[src/rtl/pipeline_pkg.sv]
// Shared definitions for the pipeline control logic.
// Holds the FSM encoding, the canonical NOP and the register-index width.
package pipeline_pkg;

  localparam int REG_IDX_W = 5;
  localparam logic [31:0] NOP = 32'h00000013;

  typedef enum logic {
    RUN      = 1'b0,
    DIV_WAIT = 1'b1
  } hazard_state_e;

endpackage

[src/rtl/hazard_sat_counter.sv]
// Saturating up-counter with enable and synchronous active-high reset.
// Holds at all-ones once reached.
module hazard_sat_counter #(
  parameter int W = 32
) (
  input  logic         clk,
  input  logic         reset,
  input  logic         en,
  output logic [W-1:0] count
);

  always_ff @(posedge clk) begin
    if (reset) begin
      count <= '0;
    end else if (en && !(&count)) begin
      count <= count + 1'b1;
    end
  end

endmodule

[src/rtl/pipeline_hazard_ctrl.sv]
// Stall/flush controller for the 5-stage pipeline: load-use bubbles,
// taken-branch redirects and multi-cycle divide occupancy of EX.
module pipeline_hazard_ctrl
  import pipeline_pkg::*;
#(
  parameter int DIV_CYCLES = 32,
  parameter int CNT_W      = 32
) (
  input  logic                 CLK,
  input  logic                 RESET,
  input  logic [REG_IDX_W-1:0] ID_RS1,
  input  logic [REG_IDX_W-1:0] ID_RS2,
  input  logic                 ID_USES_RS1,
  input  logic                 ID_USES_RS2,
  input  logic [REG_IDX_W-1:0] EX_RD,
  input  logic                 EX_MEM_READ,
  input  logic                 EX_DIV,
  input  logic                 EX_BRANCH_TAKEN,
  output logic                 PC_WRITE,
  output logic                 IF_ID_WRITE,
  output logic                 IF_ID_FLUSH,
  output logic                 ID_EX_WRITE,
  output logic                 ID_EX_FLUSH,
  output logic                 PC_SEL_BRANCH,
  output logic                 DIV_BUSY,
  output logic [CNT_W-1:0]     STALL_COUNT
);

  localparam logic [7:0] DIV_LOAD = 8'(DIV_CYCLES - 2);

  hazard_state_e state, state_next;
  logic [7:0]    div_cnt, div_cnt_next;
  logic          load_use;

  // Register x0 is hardwired to zero, so a load targeting it never creates a dependency.
  assign load_use = EX_MEM_READ && (EX_RD != '0) &&
                    ((ID_USES_RS1 && (ID_RS1 == EX_RD)) ||
                     (ID_USES_RS2 && (ID_RS2 == EX_RD)));

  always_ff @(posedge CLK) begin
    if (RESET) begin
      state   <= RUN;
      div_cnt <= '0;
    end else begin
      state   <= state_next;
      div_cnt <= div_cnt_next;
    end
  end

  always_comb begin
    state_next    = state;
    div_cnt_next  = div_cnt;
    PC_WRITE      = 1'b1;
    IF_ID_WRITE   = 1'b1;
    ID_EX_WRITE   = 1'b1;
    IF_ID_FLUSH   = 1'b0;
    ID_EX_FLUSH   = 1'b0;
    PC_SEL_BRANCH = 1'b0;
    DIV_BUSY      = 1'b0;

    unique case (state)
      RUN: begin
        // A branch alongside EX_DIV is a malformed decode; the redirect wins.
        if (EX_BRANCH_TAKEN) begin
          PC_SEL_BRANCH = 1'b1;
          IF_ID_FLUSH   = 1'b1;
          ID_EX_FLUSH   = 1'b1;
        end else if (EX_DIV) begin
          PC_WRITE     = 1'b0;
          IF_ID_WRITE  = 1'b0;
          ID_EX_WRITE  = 1'b0;
          state_next   = DIV_WAIT;
          div_cnt_next = DIV_LOAD;
        end else if (load_use) begin
          PC_WRITE    = 1'b0;
          IF_ID_WRITE = 1'b0;
          ID_EX_FLUSH = 1'b1;
        end
      end
      DIV_WAIT: begin
        DIV_BUSY    = 1'b1;
        PC_WRITE    = 1'b0;
        IF_ID_WRITE = 1'b0;
        ID_EX_WRITE = 1'b0;
        if (div_cnt == '0) begin
          state_next = RUN;
        end else begin
          div_cnt_next = div_cnt - 8'd1;
        end
      end
      default: begin
        state_next = RUN;
      end
    endcase

    if (RESET) begin
      PC_WRITE      = 1'b0;
      IF_ID_WRITE   = 1'b0;
      ID_EX_WRITE   = 1'b0;
      IF_ID_FLUSH   = 1'b1;
      ID_EX_FLUSH   = 1'b1;
      PC_SEL_BRANCH = 1'b0;
      DIV_BUSY      = 1'b0;
    end
  end

  hazard_sat_counter #(
    .W(CNT_W)
  ) u_stall_counter (
    .clk  (CLK),
    .reset(RESET),
    .en   (!PC_WRITE),
    .count(STALL_COUNT)
  );

endmodule

[config.mk]
export PLATFORM = sky130hd
export DESIGN_NAME = pipeline_hazard_ctrl
export DESIGN_NICKNAME = d
export VERILOG_FILES = /design/src/rtl/pipeline_pkg.sv /design/src/rtl/hazard_sat_counter.sv /design/src/rtl/pipeline_hazard_ctrl.sv
export SDC_FILE = /design/constraint.sdc
export NUM_CORES = 1
export LEC_CHECK = 0
export ABC_AREA = 1
export CAP_MARGIN = 10
export CORE_MARGIN = 5
export CORE_UTILIZATION = 49
export CTS_CLUSTER_DIAMETER = 80
export CTS_CLUSTER_SIZE = 12
export DETAILED_ROUTE_END_ITERATION = 8
export GPL_TIMING_DRIVEN = 0
export HOLD_SLACK_MARGIN = 0.08
export PLACE_DENSITY_LB_ADDON = 0.12
export SLEW_MARGIN = 20
export SYNTH_ARGS = -nofsm -noshare
export SYNTH_HDL_FRONTEND = slang
export SYNTH_SLANG_ARGS = --single-unit
[constraint.sdc]
create_clock -name CLK -period 6.6 [get_ports CLK]
set_input_delay 1.98 -clock CLK [delete_from_list [all_inputs] [get_ports CLK]]
set_output_delay 1.98 -clock CLK [all_outputs]
set_load 0.01 [all_outputs]
==> results.json, run 1 <==
{
  "status": "completed",
  "die_height_um": 85.5,
  "critPathBufInv": 6,
  "synth_commonest_cells": "147 x sky130_fd_sc_hd__nand2_1, 62 x sky130_fd_sc_hd__nor2_1, 44 x sky130_fd_sc_hd__inv_1, 41 x sky130_fd_sc_hd__dfxtp_1, 39 x sky130_fd_sc_hd__nand3_1",
  "fill_cells": 557,
  "clockRootBuffer": "sky130_fd_sc_hd__clkbuf_8",
  "comb_pwr_share": 0.169,
  "final-setup-viol-count": 0,
  "clk-insertion-delay-late_ps": 290,
  "holdCritPathClass": "reg2reg",
  "ys_warn_count": 0,
  "critical_path.cell_chain": "clkdlybuf4s50_1 -> inv_1 -> nand2_1 -> nand2_1 -> nor2_1 -> nand3_1 -> nand2_1 -> nand3_1 -> nand2_2 -> buf_1 -> inv_1 -> buf_4 -> clkdlybuf4s50_1",
  "max_stage_delay_ps": 500,
  "grt_antenna_before_repair": 0,
  "irDropWorstVdd_uv": 121,
  "synth.ff_latch_count": 41,
  "most_repeated_cell_in_the_gate_level_netlist_after_synthesis": "sky130_fd_sc_hd__nand2_1",
  "maxSlewViolCount": 0,
  "cp_num_cells": 13,
  "clk_pin_slew_worst_paths_ps": 80,
  "crit_path_end_kind": "output pin",
  "startpoint": "EX_RD[1]",
  "drt.antenna.violating_nets": 0,
  "yosysUniqueCellTypes": 28,
  "finClkSkew_ps": 3.13,
  "synth.area.mux_share": 0,
  "crit_type": "in2out",
  "num_rows": 27,
  "synth-adder-area-share": 0.00896,
  "p_seq_frac": 0.496,
  "final_setup_tns_ps": 0,
  "numClockSinks": 41,
  "post-route-drc-count": 0,
  "setup.worst_path.start_class": "primary input",
  "crit_arrival_ps": 4230,
  "layout-drive-gt1-share": 0.0434,
  "track_usage": 0.210,
  "timing_worst_slew_pin_value_ps": 556,
  "crit_path_top_delay_cell": "sky130_fd_sc_hd__clkdlybuf4s50_1",
  "n_antenna_cell": 0,
  "fraction_of_post_synthesis_cell_area_in_the_top_cell_type_by_area": 0.294,
  "first_global_vias": 2982,
  "wire_length_of_the_first_global_routing_pass_mm": 12.8,
  "floorplan.initialDensity": 0.504,
  "power.share.switching": 0.280,
  "core-area_mm2": 0.00554,
  "first_iter_violations": 184,
  "dp_worst_setup_slack_ps": 376,
  "synth_seq_area_share": 0.294,
  "netSwitchingPower_mw": 0.148,
  "largest_family_of_logic_cells_by_synthesized_area": "simple AND/OR/NAND/NOR gates",
  "syn-num-nets": 486,
  "p_leak_nw": 1.38,
  "clock_path_buffers": 2,
  "fraction_of_the_cycle_the_final_worst_path_needs": 0.940,
  "worst_ep_required_time_ps": 4620,
  "die_x_um": 85.5,
  "crit_top_cell": "sky130_fd_sc_hd__nand2_1",
  "count_of_flip_flops_with_a_built_in_enable_after_synthesis": 0,
  "drt_wl_total_mm": 7.51,
  "cts_resized": 0,
  "wl_per_cell_um": 12.5,
  "maxClockFrequency_mhz": 161,
  "drv.max_cap_violation_count": 0,
  "router_iterations_before_antenna_repair": 4,
  "mean_cell_area_of_the_mapped_netlist_um2": 6.05,
  "cts_hold_buffers": 0,
  "p_int_mw": 0.380,
  "cts_max_level": 2,
  "cts_tree": "built",
  "grt_overflow_total": 0,
  "vias": 3087,
  "worstPathMaxFanout": 10,
  "synthesized_netlist_cell_count": 462,
  "syn_to_final_growth_pct": 28.2,
  "asyncSetResetFlopFracSynth": 0,
  "rr_worst_depth": 9,
  "synth_xor_area_frac": 0.0596,
  "final_period_minus_worst_setup_slack_ps": 6210,
  "vias_per_cell": 5.13,
  "die_footprint_mm2": 0.00731,
  "post_cts.repair.setup_buffers": 0,
  "num_io_pins": 61,
  "final_util": 0.646,
  "grt_max_degree": 14,
  "yosysTopAreaCell": "sky130_fd_sc_hd__dfxtp_1",
  "num-nets-final": 553,
  "finalPower_mw": 0.527,
  "place_hpwl_mm": 6.01,
  "cts_buffers": 5,
  "worst_r2r_startpoint": "u_stall_counter.count[0]",
  "p_per_area_mw_per_mm2": 147,
  "endpoint": "PC_WRITE",
  "timing.hold.ws_ps": 481,
  "path_delay_family": "buffers and inverters",
  "share_of_synthesized_cell_area_in_and_or_nand_and_nor_gates": 0.460,
  "hold_viol_final": 0,
  "dominantRegCellSynth": "sky130_fd_sc_hd__dfxtp_1",
  "slew_headroom": 0.626,
  "synthesis.area_mm2": 0.00279,
  "synth.top_cells.by_area": "sky130_fd_sc_hd__dfxtp_1 29%, sky130_fd_sc_hd__nand2_1 20%, sky130_fd_sc_hd__nor2_1 8.3%",
  "r2r_setup_slack_ps": 4420,
  "unrepaired_setup_endpoints_after_global_routing": "false",
  "gpl.final_weighted_congestion": 0.931,
  "layout_setup_ws_ps": 393,
  "r2r-end": "u_stall_counter.count[10]",
  "synth-compound-area-share": 0.0873,
  "io_buffers": 60,
  "clockPowerShare": 0.334
}
per-stage QoR:
stage | area (um2) | cells
floorplan | 2790 | 462
global placement | 3480 | 594
detailed placement | 3480 | 594
CTS | 3580 | 602
global route | 3580 | 602
finish | 3580 | 602
per-layer routing:
metal	vias up	GRT usage	wire length, um
met1	1380	0.245	3280
met3	12	0.0461	478
li1	1617	-	-
met2	78	0.384	3630
met4	0	0.0604	123
met5	-	0	0
layout make-up:
cell class	instances	area, um2	share of cell area
Inverter	46	173	0.0482
Sequential cell	41	821	0.229
Multi-Input combinational cell	361	1720	0.481
Clock buffer	6	82.6	0.0231
Buffer	14	78.8	0.0220
Tap cell	72	90.1	0.0252
Timing Repair Buffer	60	601	0.168
Clock inverter	2	13.8	0.00384
power by group through the flow:
stage | combinational (mW) | clock [mW] | sequential [mW]
global placement | 0.0883 | 0 | 0.267
detailed placement | 0.0895 | 0 | 0.267
floorplan | 0.0540 | 0 | 0.266
CTS | 0.0897 | 0.181 | 0.262
finish | 0.0892 | 0.176 | 0.262
global route | 0.102 | 0.189 | 0.263
layout by cell type, fill, tap and decap left out:
cell type	count
sky130_fd_sc_hd__nand3b_1	13
sky130_fd_sc_hd__inv_2	2
sky130_fd_sc_hd__nor3_1	8
sky130_fd_sc_hd__ha_1	2
sky130_fd_sc_hd__dfxtp_1	41
sky130_fd_sc_hd__nand4_1	13
sky130_fd_sc_hd__nand3_1	39
sky130_fd_sc_hd__nor2_4	1
sky130_fd_sc_hd__nand2_2	4
sky130_fd_sc_hd__nor3_2	1
sky130_fd_sc_hd__buf_1	3
sky130_fd_sc_hd__buf_6	3
sky130_fd_sc_hd__clkinv_4	1
sky130_fd_sc_hd__nor2_2	1
sky130_fd_sc_hd__buf_4	1
sky130_fd_sc_hd__o21ai_0	6
sky130_fd_sc_hd__nand3_2	1
sky130_fd_sc_hd__or2_1	1
sky130_fd_sc_hd__clkbuf_8	6
sky130_fd_sc_hd__nand4_2	1
sky130_fd_sc_hd__nand2_1	147
sky130_fd_sc_hd__clkdlybuf4s50_1	60
sky130_fd_sc_hd__inv_1	44
sky130_fd_sc_hd__xnor2_1	4
sky130_fd_sc_hd__clkbuf_1	7
sky130_fd_sc_hd__nor2_1	62
sky130_fd_sc_hd__a31oi_1	3
sky130_fd_sc_hd__o21bai_1	2
sky130_fd_sc_hd__clkinv_2	1
sky130_fd_sc_hd__a21oi_1	36
sky130_fd_sc_hd__and3_1	1
sky130_fd_sc_hd__xor2_1	15
flip-flops by register name (all words and copies together) (netlist names):
name                   flops
state                      1
div_cnt                    8
u_stall_counter.count     32
worst min path at each step:
stage / start / cells past startpoint / end
2_1_floorplan: div_cnt[6] / 2 / div_cnt[6]
3_3_place_gp: div_cnt[6] / 2 / div_cnt[6]
3_5_place_dp: div_cnt[6] / 2 / div_cnt[6]
4_1_cts: div_cnt[6] / 2 / div_cnt[6]
5_1_grt: div_cnt[6] / 2 / div_cnt[6]
6_report: div_cnt[6] / 2 / div_cnt[6]
kinds of logic after synthesis:
logic type      after synthesis
simple gates                293
buf+inv                      60
compound gates               47
flops                        41
xor+xnor                     19
fa+ha+maj                     2
worst min-delay path, cell delays in order (launching register included):
cell and delay, ps:
sky130_fd_sc_hd__dfxtp_1 330, sky130_fd_sc_hd__inv_1 60, sky130_fd_sc_hd__a21oi_1 50
Power figures use the tool's default switching activity.
==> run 2, diff against run 1 <==
CAP_MARGIN = default   (was 10)
==> results of run 2 <==
Final layout, timing and power as in run 1 (identical DEF).
==> run 3, diff against run 2 <==
CORE_UTILIZATION = 55   (was 49)
CTS_CLUSTER_DIAMETER = 50   (was 80)
MAX_ROUTING_LAYER = met4   (was default)
==> run 3 against run 2 <==
Effect of this change:
- combinational power up 2.6%
- maximum frequency down 1.2%
- final cell count decreased by 0.33%
- hold slack gained 6.2 ps
- setup slack got worse by 78 ps
- clock skew up 4.6 ps
- clock power rose by 18%
- routed wire length is 4.1% higher
- via count is 2.0% higher
- sequential share of layout area is 0.10 points lower
- design area up 0.45%
- largest cell class unchanged
- highest routed layer unchanged
==> results.json, run 3 (synthesis gave the netlist of run 1 again) <==
{
  "layout.cells.most_common": "sky130_fd_sc_hd__nand2_1",
  "max_stage_delay_ps": 510,
  "core-area_mm2": 0.00501,
  "cts_max_level": 2,
  "syn_to_final_growth_pct": 28.8,
  "gpl.final_weighted_congestion": 0.963,
  "cts_tree": "built",
  "num-nets-final": 553,
  "post_cts.repair.setup_buffers": 0,
  "largest_register_ff_count": 32,
  "numClockSinks": 41,
  "final_period_minus_worst_setup_slack_ps": 6290,
  "dp_worst_setup_slack_ps": 311,
  "critical_path.cell_chain": "clkdlybuf4s50_1 -> inv_1 -> nand2_1 -> nand2_1 -> nor2_1 -> nand3_1 -> nand2_1 -> nand3_1 -> nand2_2 -> buf_1 -> inv_1 -> buf_4 -> clkdlybuf4s50_1",
  "regMostFlops": "u_stall_counter.count",
  "clockRootBuffer": "sky130_fd_sc_hd__clkbuf_8",
  "cts_hold_buffers": 0,
  "maxClockFrequency_mhz": 159,
  "final_setup_tns_ps": 0,
  "post-route-drc-count": 0,
  "layout-drive-gt1-share": 0.0434,
  "first_global_vias": 2928,
  "clk-insertion-delay-late_ps": 300,
  "die_x_um": 81.3,
  "final-setup-viol-count": 0,
  "worstPathMaxFanout": 10,
  "crit_path_top_delay_cell": "sky130_fd_sc_hd__clkdlybuf4s50_1",
  "grt_overflow_total": 0,
  "track_usage": 0.262,
  "status": "completed",
  "p_per_area_mw_per_mm2": 156,
  "finalPower_mw": 0.560,
  "die_footprint_mm2": 0.00661,
  "unrepaired_setup_endpoints_after_global_routing": "false",
  "vias": 3149,
  "place_hpwl_mm": 6.25,
  "hold_viol_final": 0,
  "io_buffers": 60,
  "crit_arrival_ps": 4310,
  "fill_cells": 454,
  "num_rows": 26,
  "clock_path_buffers": 2,
  "cts_resized": 0,
  "maxSlewViolCount": 0,
  "grt_max_degree": 15,
  "layout_setup_ws_ps": 315,
  "crit_path_end_kind": "output pin",
  "drt.antenna.violating_nets": 0,
  "die_height_um": 81.3,
  "worst_ep_required_time_ps": 4620,
  "floorplan.initialDensity": 0.558,
  "grt_antenna_before_repair": 0,
  "drt_wl_total_mm": 7.82,
  "timing_worst_slew_pin_value_ps": 550,
  "first_iter_violations": 220,
  "setup.worst_path.start_class": "primary input",
  "top_regs": "u_stall_counter.count (32), div_cnt (8), state (1)",
  "holdCritPathClass": "reg2reg",
  "r2r_setup_slack_ps": 4430,
  "num_io_pins": 61,
  "cts_buffers": 5,
  "crit_top_cell": "sky130_fd_sc_hd__nand2_1",
  "drv.max_cap_violation_count": 0,
  "router_iterations_before_antenna_repair": 4,
  "fraction_of_the_cycle_the_final_worst_path_needs": 0.952,
  "layout_common_cells": "147 x sky130_fd_sc_hd__nand2_1, 62 x sky130_fd_sc_hd__nor2_1, 60 x sky130_fd_sc_hd__clkdlybuf4s50_1",
  "clk_pin_slew_worst_paths_ps": 90,
  "p_leak_nw": 1.38,
  "irDropWorstVdd_uv": 99.8,
  "wl_per_cell_um": 13.0,
  "crit_type": "in2out",
  "slew_headroom": 0.633,
  "n_antenna_cell": 0,
  "vias_per_cell": 5.25,
  "finClkSkew_ps": 7.70,
  "wire_length_of_the_first_global_routing_pass_mm": 13.1
}
[run 3: power by group]
group	leakage (nW)	switching [mW]	total [mW]	internal, mW
clock network	0.0543	0.0938	0.207	0.113
logic	0.998	0.0505	0.0915	0.0410
registers	0.332	0.00778	0.262	0.254
total	1.38	0.152	0.560	0.408
[run 3: final cells by class]
cell class | count | area (um2) | share of cell area
Clock inverter | 3 | 46.3 | 0.0129
Multi-Input combinational cell | 361 | 1720 | 0.479
Tap cell | 70 | 87.6 | 0.0243
Clock buffer | 5 | 68.8 | 0.0191
Sequential cell | 41 | 821 | 0.228
Inverter | 46 | 173 | 0.0480
Timing Repair Buffer | 60 | 601 | 0.167
Buffer | 14 | 78.8 | 0.0219
[run 3: metal layers]
layer | part of all wire | track usage | wire length [um] | vias up
met4 | 0.035 | 0.120 | 271 | 0
met5 | 0 | - | 0 | -
met3 | 0.055 | 0.0399 | 427 | 21
li1 | - | - | - | 1621
met1 | 0.43 | 0.307 | 3400 | 1408
met2 | 0.48 | 0.438 | 3720 | 99
[run 3: worst paths after layout]
check | start | to | cells past startpoint
min | div_cnt[6] | div_cnt[6] | 2
max reg2reg | u_stall_counter.count[0] | u_stall_counter.count[1] | 9
min reg2reg | div_cnt[6] | div_cnt[6] | 2
max | EX_RD[4] | PC_WRITE | 13
[run 3: through the flow]
step	hold WS [ps]	utilization	instances	area (um2)
2_1_floorplan	452	-	462	2790
4_1_cts	489	0.718	600	3600
6_report	487	0.718	600	3600
5_1_grt	517	0.718	600	3600
3_3_place_gp	468	0.695	592	3480
3_5_place_dp	476	0.695	592	3480
[run 3: critical path: cells and delay by family]
family | cells | cell delay [ps]
buffers and inverters | 6 | 1690
AND/OR/NAND/NOR | 7 | 610
